## src/rtl/fpu_mult_arbiter.sv

```systemverilog
// Shares one combinational FP32 multiplier among NUM_REQ requesters: IDLE->EXEC->RESP, result 2 cycles after accept.
// Requests are stalled (req_ready low) while busy; the response holds until its owner accepts it. `FPU_MULT_ARB_RR_EN` selects round-robin.

module fp32_mul (
   input  logic [31:0] i_a,
   input  logic [31:0] i_b,
   output logic [31:0] o_p
);
   logic              w_sign;
   logic [7:0]        w_ea;
   logic [7:0]        w_eb;
   logic              w_a_zero;
   logic              w_b_zero;
   logic              w_a_inf;
   logic              w_b_inf;
   logic              w_a_nan;
   logic              w_b_nan;
   logic [47:0]       w_prod;
   logic signed [9:0] w_exp;
   logic signed [9:0] w_exp_fin;
   logic [22:0]       w_mant;
   logic              w_guard;
   logic              w_sticky;
   logic              w_inc;
   logic [23:0]       w_mant_rnd;

   assign w_sign   = i_a[31] ^ i_b[31];
   assign w_ea     = i_a[30:23];
   assign w_eb     = i_b[30:23];
   // Subnormal operands are treated as zero and tiny results flush to zero.
   assign w_a_zero = (w_ea == 8'd0);
   assign w_b_zero = (w_eb == 8'd0);
   assign w_a_inf  = (w_ea == 8'hFF) && (i_a[22:0] == 23'd0);
   assign w_b_inf  = (w_eb == 8'hFF) && (i_b[22:0] == 23'd0);
   assign w_a_nan  = (w_ea == 8'hFF) && (i_a[22:0] != 23'd0);
   assign w_b_nan  = (w_eb == 8'hFF) && (i_b[22:0] != 23'd0);
   assign w_prod   = {24'd0, 1'b1, i_a[22:0]} * {24'd0, 1'b1, i_b[22:0]};
   assign w_exp    = $signed({2'b00, w_ea}) + $signed({2'b00, w_eb}) - 10'sd127;

   always_comb begin
      if (w_prod[47]) begin
         w_mant    = w_prod[46:24];
         w_guard   = w_prod[23];
         w_sticky  = |w_prod[22:0];
         w_exp_fin = w_exp + 10'sd1;
      end else begin
         w_mant    = w_prod[45:23];
         w_guard   = w_prod[22];
         w_sticky  = |w_prod[21:0];
         w_exp_fin = w_exp;
      end
      // Round to nearest, ties to even.
      w_inc      = w_guard & (w_sticky | w_mant[0]);
      w_mant_rnd = {1'b0, w_mant} + {23'd0, w_inc};
      if (w_mant_rnd[23]) begin
         w_exp_fin = w_exp_fin + 10'sd1;
      end

      if (w_a_nan || w_b_nan || (w_a_inf && w_b_zero) || (w_a_zero && w_b_inf)) begin
         o_p = 32'h7FC0_0000;
      end else if (w_a_inf || w_b_inf) begin
         o_p = {w_sign, 8'hFF, 23'd0};
      end else if (w_a_zero || w_b_zero) begin
         o_p = {w_sign, 31'd0};
      end else if (w_exp_fin >= 10'sd255) begin
         o_p = {w_sign, 8'hFF, 23'd0};
      end else if (w_exp_fin <= 10'sd0) begin
         o_p = {w_sign, 31'd0};
      end else begin
         o_p = {w_sign, w_exp_fin[7:0], w_mant_rnd[22:0]};
      end
   end
endmodule

module fpu_mult_arbiter #(
   parameter int NUM_REQ = 4
) (
   input  logic                   i_clk,
   input  logic                   i_rst,
   input  logic [NUM_REQ-1:0]     i_req_valid,
   output logic [NUM_REQ-1:0]     o_req_ready,
   input  logic [NUM_REQ*32-1:0]  i_req_a,
   input  logic [NUM_REQ*32-1:0]  i_req_b,
   output logic [NUM_REQ-1:0]     o_resp_valid,
   input  logic [NUM_REQ-1:0]     i_resp_ready,
   output logic [31:0]            o_resp_result,
   output logic                   o_busy,
   output logic [15:0]            o_op_count
);
   localparam int IW = (NUM_REQ > 1) ? $clog2(NUM_REQ) : 1;

   typedef enum logic [1:0] {S_IDLE, S_EXEC, S_RESP} state_t;

   state_t               r_state;
   logic [IW-1:0]        r_idx;
   logic [31:0]          r_a;
   logic [31:0]          r_b;
   logic [31:0]          r_result;
   logic [NUM_REQ-1:0]   r_resp_valid;
   logic [15:0]          r_op_count;
`ifdef FPU_MULT_ARB_RR_EN
   logic [IW-1:0]        r_ptr;
   int                   w_cand;
`endif

   logic                 w_any;
   logic [IW-1:0]        w_gnt_idx;
   logic                 w_req_fire;
   logic                 w_resp_fire;
   logic [31:0]          w_sel_a;
   logic [31:0]          w_sel_b;
   logic [NUM_REQ-1:0]   w_idx_oh;
   logic [31:0]          w_product;

   fp32_mul u_mul (
      .i_a (r_a),
      .i_b (r_b),
      .o_p (w_product)
   );

   always_comb begin
      w_any     = 1'b0;
      w_gnt_idx = '0;
`ifdef FPU_MULT_ARB_RR_EN
      w_cand    = 0;
      for (int k = 0; k < NUM_REQ; k++) begin
         w_cand = (int'(r_ptr) + k) % NUM_REQ;
         if (!w_any && i_req_valid[IW'(w_cand)]) begin
            w_any     = 1'b1;
            w_gnt_idx = IW'(w_cand);
         end
      end
`else
      for (int k = 0; k < NUM_REQ; k++) begin
         if (!w_any && i_req_valid[k]) begin
            w_any     = 1'b1;
            w_gnt_idx = IW'(k);
         end
      end
`endif
   end

   // Grant is combinational so the winner sees req_ready in the cycle it asks.
   assign w_req_fire  = !i_rst && (r_state == S_IDLE) && w_any;
   assign w_resp_fire = (r_state == S_RESP) && i_resp_ready[r_idx];

   always_comb begin
      o_req_ready = '0;
      w_idx_oh    = '0;
      w_sel_a     = '0;
      w_sel_b     = '0;
      for (int k = 0; k < NUM_REQ; k++) begin
         if (IW'(k) == w_gnt_idx) begin
            o_req_ready[k] = w_req_fire;
            w_sel_a        = i_req_a[k*32 +: 32];
            w_sel_b        = i_req_b[k*32 +: 32];
         end
         if (IW'(k) == r_idx) begin
            w_idx_oh[k] = 1'b1;
         end
      end
   end

   always_ff @(posedge i_clk or posedge i_rst) begin
      if (i_rst) begin
         r_state      <= S_IDLE;
         r_idx        <= '0;
         r_a          <= '0;
         r_b          <= '0;
         r_result     <= '0;
         r_resp_valid <= '0;
         r_op_count   <= '0;
`ifdef FPU_MULT_ARB_RR_EN
         r_ptr        <= '0;
`endif
      end else begin
         case (r_state)
            S_IDLE: begin
               if (w_req_fire) begin
                  r_a     <= w_sel_a;
                  r_b     <= w_sel_b;
                  r_idx   <= w_gnt_idx;
                  r_state <= S_EXEC;
`ifdef FPU_MULT_ARB_RR_EN
                  r_ptr   <= (w_gnt_idx == IW'(NUM_REQ - 1)) ? '0 : w_gnt_idx + IW'(1);
`endif
               end
            end
            S_EXEC: begin
               r_result     <= w_product;
               r_resp_valid <= w_idx_oh;
               r_state      <= S_RESP;
            end
            S_RESP: begin
               if (w_resp_fire) begin
                  r_resp_valid <= '0;
                  r_op_count   <= r_op_count + 16'd1;
                  r_state      <= S_IDLE;
               end
            end
            default: begin
               r_state <= S_IDLE;
            end
         endcase
      end
   end

   assign o_resp_valid  = r_resp_valid;
   assign o_resp_result = r_result;
   assign o_busy        = (r_state != S_IDLE);
   assign o_op_count    = r_op_count;
endmodule
```

## config.mk

```make
export PLATFORM = sky130hd
export DESIGN_NAME = fpu_mult_arbiter
export DESIGN_NICKNAME = d
export VERILOG_FILES = /design/src/rtl/fpu_mult_arbiter.sv
export SDC_FILE = /design/constraint.sdc
export NUM_CORES = 2
export LEC_CHECK = 0
export CAP_MARGIN = 20
export CORE_ASPECT_RATIO = 0.8
export CORE_UTILIZATION = 39
export DETAILED_ROUTE_END_ITERATION = 8
export HOLD_SLACK_MARGIN = 0.1
export PLACE_DENSITY_LB_ADDON = 0.05
export SLEW_MARGIN = 5
export SYNTH_ARGS = -nofsm -noshare
export SYNTH_HDL_FRONTEND = slang
export SYNTH_HIERARCHICAL = 1
export SYNTH_SLANG_ARGS = --single-unit
```

## constraint.sdc

```tcl
create_clock -name i_clk -period 27.3 [get_ports i_clk]
set_clock_uncertainty 0.2 [all_clocks]
set_input_delay 5.46 -clock i_clk [delete_from_list [all_inputs] [get_ports i_clk]]
set_output_delay 5.46 -clock i_clk [all_outputs]
set_load 0.05 [all_outputs]
```

== Word level (Yosys, flattened, before mapping) ==
Cells that the tools add are included.
Word-level totals
  register bits: 120
  input bits: 266
  output and inout bits: 57
Cells by class
  add/subtract/negate cells: 6
  multiply operators: 1
  magnitude comparators: 3
  eq/ne operators: 12
  muxes and demuxes: 40
  bitwise gates (word level): 3
  reduce and logical (&&, ||, !) cells: 38
Operator list (count)
  32-bit two-way mux: 9
  31-bit two-way mux: 4
  24-bit by 24-bit multiplier with 48-bit output: 1
  23-bit logical NOT: 2
  23-bit nonzero test: 2
  23-bit by 1-bit adder with 24-bit output: 1
  23-bit two-way mux: 1
  23-bit OR reduction: 1
  22-bit OR reduction: 1
  10-bit by 2-bit adder with 10-bit output, second input constant: 2
  10-bit two-way mux: 2
  16-bit by 1-bit adder with 16-bit output, second input constant: 1
  8-bit == test, second input constant: 2
  8-bit logical NOT: 2
  1-bit two-way mux: 16
  1-bit logical AND: 12
  10-bit by 9-bit greater-or-equal comparator with 1-bit output, second input constant: 1
  10-bit by 1-bit less-or-equal comparator with 1-bit output, second input constant: 1
  10-bit by 8-bit subtractor with 10-bit output, second input constant: 1
  8-bit by 8-bit adder with 9-bit output: 1
  2-bit == test, first input constant: 4
  2-bit two-way mux: 4
  4-bit case mux with 2 select lines: 1
  2-bit AND reduction: 4
  other kinds (15): 27

== Depth between registers and ports, before layout ==
  word-level depth: 15
  mapped depth: 41

== Cells and area by module ==
Netlist, hierarchy kept.
By module, submodules not included
  fp32_mul: times used 1, cells an instance 2701, area an instance 22361.4 sq um, seq. area each 0.0 sq um
  fpu_mult_arbiter: times used 1, cells an instance 817, area an instance 6815.3 sq um, seq. area each 3002.9 sq um

== Least setup slack after synthesis ==
OpenSTA, ideal clock, no wires.
  path kind: input-to-output
  start: in i_req_valid[1]
  end: out o_req_ready[2]
  arrival time: 6.501 ns
  data required time: 21.640 ns
  setup slack: 15.139 ns
  stages: 4
  path buffers: 1
  path through: nor2_1 > nand2_1 > clkbuf_1 > nor2_1
On the way
  cells in the longest elaborated chain, start to end: 10
  elaborated cells between the ends (all ways): 14
  those cells by class: eq/ne: 1; mux: 7; reduce/logical: 6
Ends and longest elaborated chain
  from (decl): RTL line 80  | input logic [NUM_REQ-1:0] i_req_valid,
  1-bit logical AND (*): RTL line 135  | if (!w_any && i_req_valid[k]) begin
  1-bit two-way mux: RTL line 135
  1-bit logical NOT: RTL line 135
  1-bit logical AND: RTL line 135
  1-bit two-way mux: RTL line 135
  1-bit logical NOT: RTL line 135
  1-bit logical AND: RTL line 135
  2-bit two-way mux / 1-bit two-way mux (equally long branches): RTL line 135
  2-bit == test / 1-bit logical AND (equally long branches): RTL line 153, 144
  1-bit two-way mux (*): RTL line 153  | if (IW'(k) == w_gnt_idx) begin
  to (decl): RTL line 81  | output logic [NUM_REQ-1:0] o_req_ready,
Every way passes the cells marked *; elsewhere a longest branch is shown, timed or not.

== Worst setup path in the final report ==
  start: in i_req_valid[0]
  end: out o_req_ready[2]
On the way
  cells in the longest elaborated chain, start to end: 12
  elaborated cells between the ends (all ways): 16
  those cells by class: eq/ne: 1; mux: 8; reduce/logical: 7
Ends and longest elaborated chain (RTL line)
  1-bit two-way mux (*): 135
  1-bit logical NOT: 135
  1-bit logical AND: 135
  1-bit two-way mux: 135
  1-bit logical NOT: 135
  1-bit logical AND: 135
  1-bit two-way mux: 135
  1-bit logical NOT: 135
  1-bit logical AND: 135
  2-bit two-way mux / 1-bit two-way mux (equally long branches): 135
  2-bit == test / 1-bit logical AND (equally long branches): 153, 144
  1-bit two-way mux (*): 153
Marked as above.

==> out/metrics.csv <==
metric;value;unit
outcome;completed;
later-pin clock latency in the skew report;0.44;ns
CTS-repair resized insts;0;
number of enable flip-flop cells after synthesis;0;
Final setup viols;0;
Vias;25847;
clk root buf;clkbuf_16;
fill count;7227;
largest net degree at the start of global routing;71;
sequential share of the synthesized area;10.3;%
Initial Utilization;39.5;%
Max Freq;0.0747;GHz
post-detail-place hpwl;86400;µm
number of DRC markers in iteration 0;2276;
Gate Count Post-Synth;3518;
ys flop type;dfrtp_1;
wire per inst;23.5;µm
FF+latch area;3000;µm²
Hold/Removal Path Class;flop to flop;
Avg Cell Area, Syn;8.29;µm²
Finished Cell Area;33900;µm²
Worst EP arrival;7.72;ns
DR vias/cell;5.46;
RD Place Congestion;0.908;
Tcrit/Tclk final;49.0;%
Critical Path Fanout Max;70;
initial antenna violation count;10;
cts bufs inserted;17;
row count;89;
Max Cap Viol;0;
Area growth syn-to-layout;16.4;%
grt total ovfl;0;
TritonRoute pass-1 iters;6;
vias in the first global route;26707;
RSZ-0062 raised after global routing;no;
post-synthesis cell area;29200;µm²
remaining design rule violation count;0;
Yosys reg bits;120;
Unique masters post-synth;100;
overall die width;308;µm
die area;75900;µm²
first-pass GRT wire length;166000;µm
post-route minimum period;13.38;ns
final setup TNS;0;ns
post-synthesis async set-or-reset flop share;100;%
cts hold-fix bufs;0;
dpl cell area;33300;µm²
critical path required time;21.64;ns
area of the multi-input gates;23000;µm²
CP Class;input port to primary output;
CTS tree;done;
die height;247;µm
actual slew at the worst max-slew pin;1.23;ns
# nets final;4658;
H-tree levels;4;
Slew headroom;18.0;%
remaining antenna violation count;0;
final wirelength;111000;µm
syn_nets;4459;
Worst Setup End Kind;primary output;
Worst-path clk slew;0.05;ns
port bufs;322;
GRT Util Overall;29.3;%
number of post-CTS setup repair buffers;0;
Max Root-Sink Buffers;2;
final hold violation count;0;
CTS Sinks;120;
Startpoint Class;input port;
Max Slew Vio Count;0;
Ys Warns;6;
io pins;323;
core area;73800;µm²
hold_ws;0.280;ns
layout cell share with drive strength beyond 1;4.48;%
==> layout make-up <==
class / count / share of cell area [%]
Clock inverter: 11 / 0.505
Clock buffer: 21 / 1.36
Tap cell: 1001 / 3.69
Sequential cell: 120 / 8.85
Inverter: 620 / 6.86
Multi-Input combinational cell: 2576 / 67.8
Timing Repair Buffer: 382 / 10.9
Antenna cell: 6 / 0.0442
==> through the flow <==
stage          instances  setup WS, ns  util (%)
6_report            4737         13.92      46.0
5_1_grt             4735         13.82      46.0
4_1_cts             4731         13.94      46.0
3_5_place_dp        4699         13.95      45.1
3_3_place_gp        4696         13.52      45.0
2_1_floorplan       3518         15.14         -
==> kinds of logic (layout without fill, tap and decap cells) <==
family / Yosys count / count (layout) / share of synthesized area (%)
xor gates and xnor gates: 98 / 98 / 2.97
other: 0 / 6 / 0
buffers and inverters: 822 / 1034 / 11.0
muxes: 18 / 18 / 0.699
and+or+nand+nor: 1243 / 1243 / 21.1
DFF: 120 / 120 / 10.3
adders and majority gates: 675 / 675 / 41.4
AOI/OAI and AO/OA: 542 / 542 / 12.6
==> path summary, 6_finish.rpt <==
check	start	to	slack, ns	cells past startpoint
setup / recovery	i_req_valid[0]	o_req_ready[2]	13.92	6
hold / removal	o_resp_result[22]$_DFFE_PP0P_	o_resp_result[22]$_DFFE_PP0P_	0.28	2
setup reg to reg	r_b[12]$_DFFE_PP0P_	o_resp_result[22]$_DFFE_PP0P_	16.10	35
hold reg to reg	o_resp_result[22]$_DFFE_PP0P_	o_resp_result[22]$_DFFE_PP0P_	0.28	2
max in group asynchronous	i_rst	o_resp_result[13]$_DFFE_PP0P_	20.12	3
min in group asynchronous	i_rst	r_a[28]$_DFFE_PP0P_	5.37	2
==> synth_stat cells (4+ instances only) <==
| master | count | area, µm² |
|---|---|---|
| clkbuf_1 | 143 | 537 |
| a211oi_1 | 11 | 82.6 |
| buf_2 | 32 | 160 |
| nor3_1 | 38 | 190 |
| and2_1 | 248 | 1550 |
| dfrtp_1 | 120 | 3000 |
| nand2_1 | 590 | 2210 |
| xor2_1 | 35 | 307 |
| nor4_1 | 27 | 169 |
| nor2b_1 | 9 | 56.3 |
| o211ai_1 | 82 | 616 |
| o21a_1 | 10 | 75.1 |
| or3_1 | 11 | 68.8 |
| a211oi_2 | 7 | 87.6 |
| nor2_1 | 121 | 454 |
| a221oi_1 | 66 | 578 |
| o31ai_1 | 7 | 52.6 |
| a31oi_1 | 13 | 81.3 |
| fa_1 | 483 | 9670 |
| a21o_1 | 13 | 97.6 |
| ha_1 | 192 | 2400 |
| a22oi_1 | 5 | 37.5 |
| nor3_2 | 16 | 160 |
| nand4_1 | 30 | 188 |
| and4_1 | 4 | 35.0 |
| a21oi_1 | 137 | 686 |
| buf_4 | 10 | 75.1 |
| buf_6 | 5 | 56.3 |
| nand2b_1 | 71 | 444 |
| and3_1 | 6 | 37.5 |
| buf_1 | 12 | 45.0 |
| or2_2 | 6 | 37.5 |
| o21ai_0 | 112 | 561 |
| o32ai_1 | 4 | 35.0 |
| o21ai_1 | 19 | 95.1 |
| nand3_1 | 28 | 140 |
| inv_1 | 617 | 2320 |
| xnor2_1 | 62 | 543 |
| nor3b_1 | 5 | 37.5 |
| o21bai_1 | 6 | 45.0 |
| mux2i_1 | 12 | 120 |
==> cell usage in the layout, fill, tap and decap left out, types with 10 or more instances in the layout <==
cell type | Yosys | routed
a211oi_1 | 11 | 11
nand4_1 | 30 | 30
ha_1 | 192 | 192
clkdlybuf4s50_1 | 0 | 319
clkbuf_16 | 0 | 17
nand2_1 | 590 | 589
o21ai_1 | 19 | 18
nor3_1 | 38 | 38
mux2i_1 | 12 | 12
nor2_1 | 121 | 121
inv_1 | 617 | 616
o211ai_1 | 82 | 82
nor4_1 | 27 | 27
o21ai_0 | 112 | 112
fa_1 | 483 | 483
nand2b_1 | 71 | 70
xor2_1 | 35 | 35
or3_1 | 11 | 11
nor3_2 | 16 | 16
a221oi_1 | 66 | 66
and2_1 | 248 | 248
a21oi_1 | 137 | 137
a21o_1 | 13 | 13
buf_4 | 10 | 57
xnor2_1 | 62 | 62
o21a_1 | 10 | 10
nand3_1 | 28 | 28
a31oi_1 | 13 | 13
dfrtp_1 | 120 | 120
==> flip-flops by register name (all words and copies together), names as in the netlist <==
| register | count |
|---|---|
| r_b | 32 |
| r_a | 32 |
| o_resp_valid | 4 |
| o_resp_result | 32 |
| o_op_count | 16 |
| r_state | 2 |
| r_idx | 2 |
==> metal layers <==
layer	wire [µm]	vias to the layer above	GRT usage [%]
li1	-	11580	-
met1	50900	13027	42.2
met2	48200	1087	43.7
met3	9230	147	6.97
met4	2770	6	7.61
met5	40	-	0
==> critical path: stages <==
cell,delay [ns]
buf_2,0.08
buf_4,0.63
nor2_1,0.16
nand2_2,0.55
nor2_1,0.11
clkdlybuf4s50_1,0.73
Power is left out: the tool's default activity adds up to more than one toggle a clock period on the data nets, which glitch-free logic cannot reach.
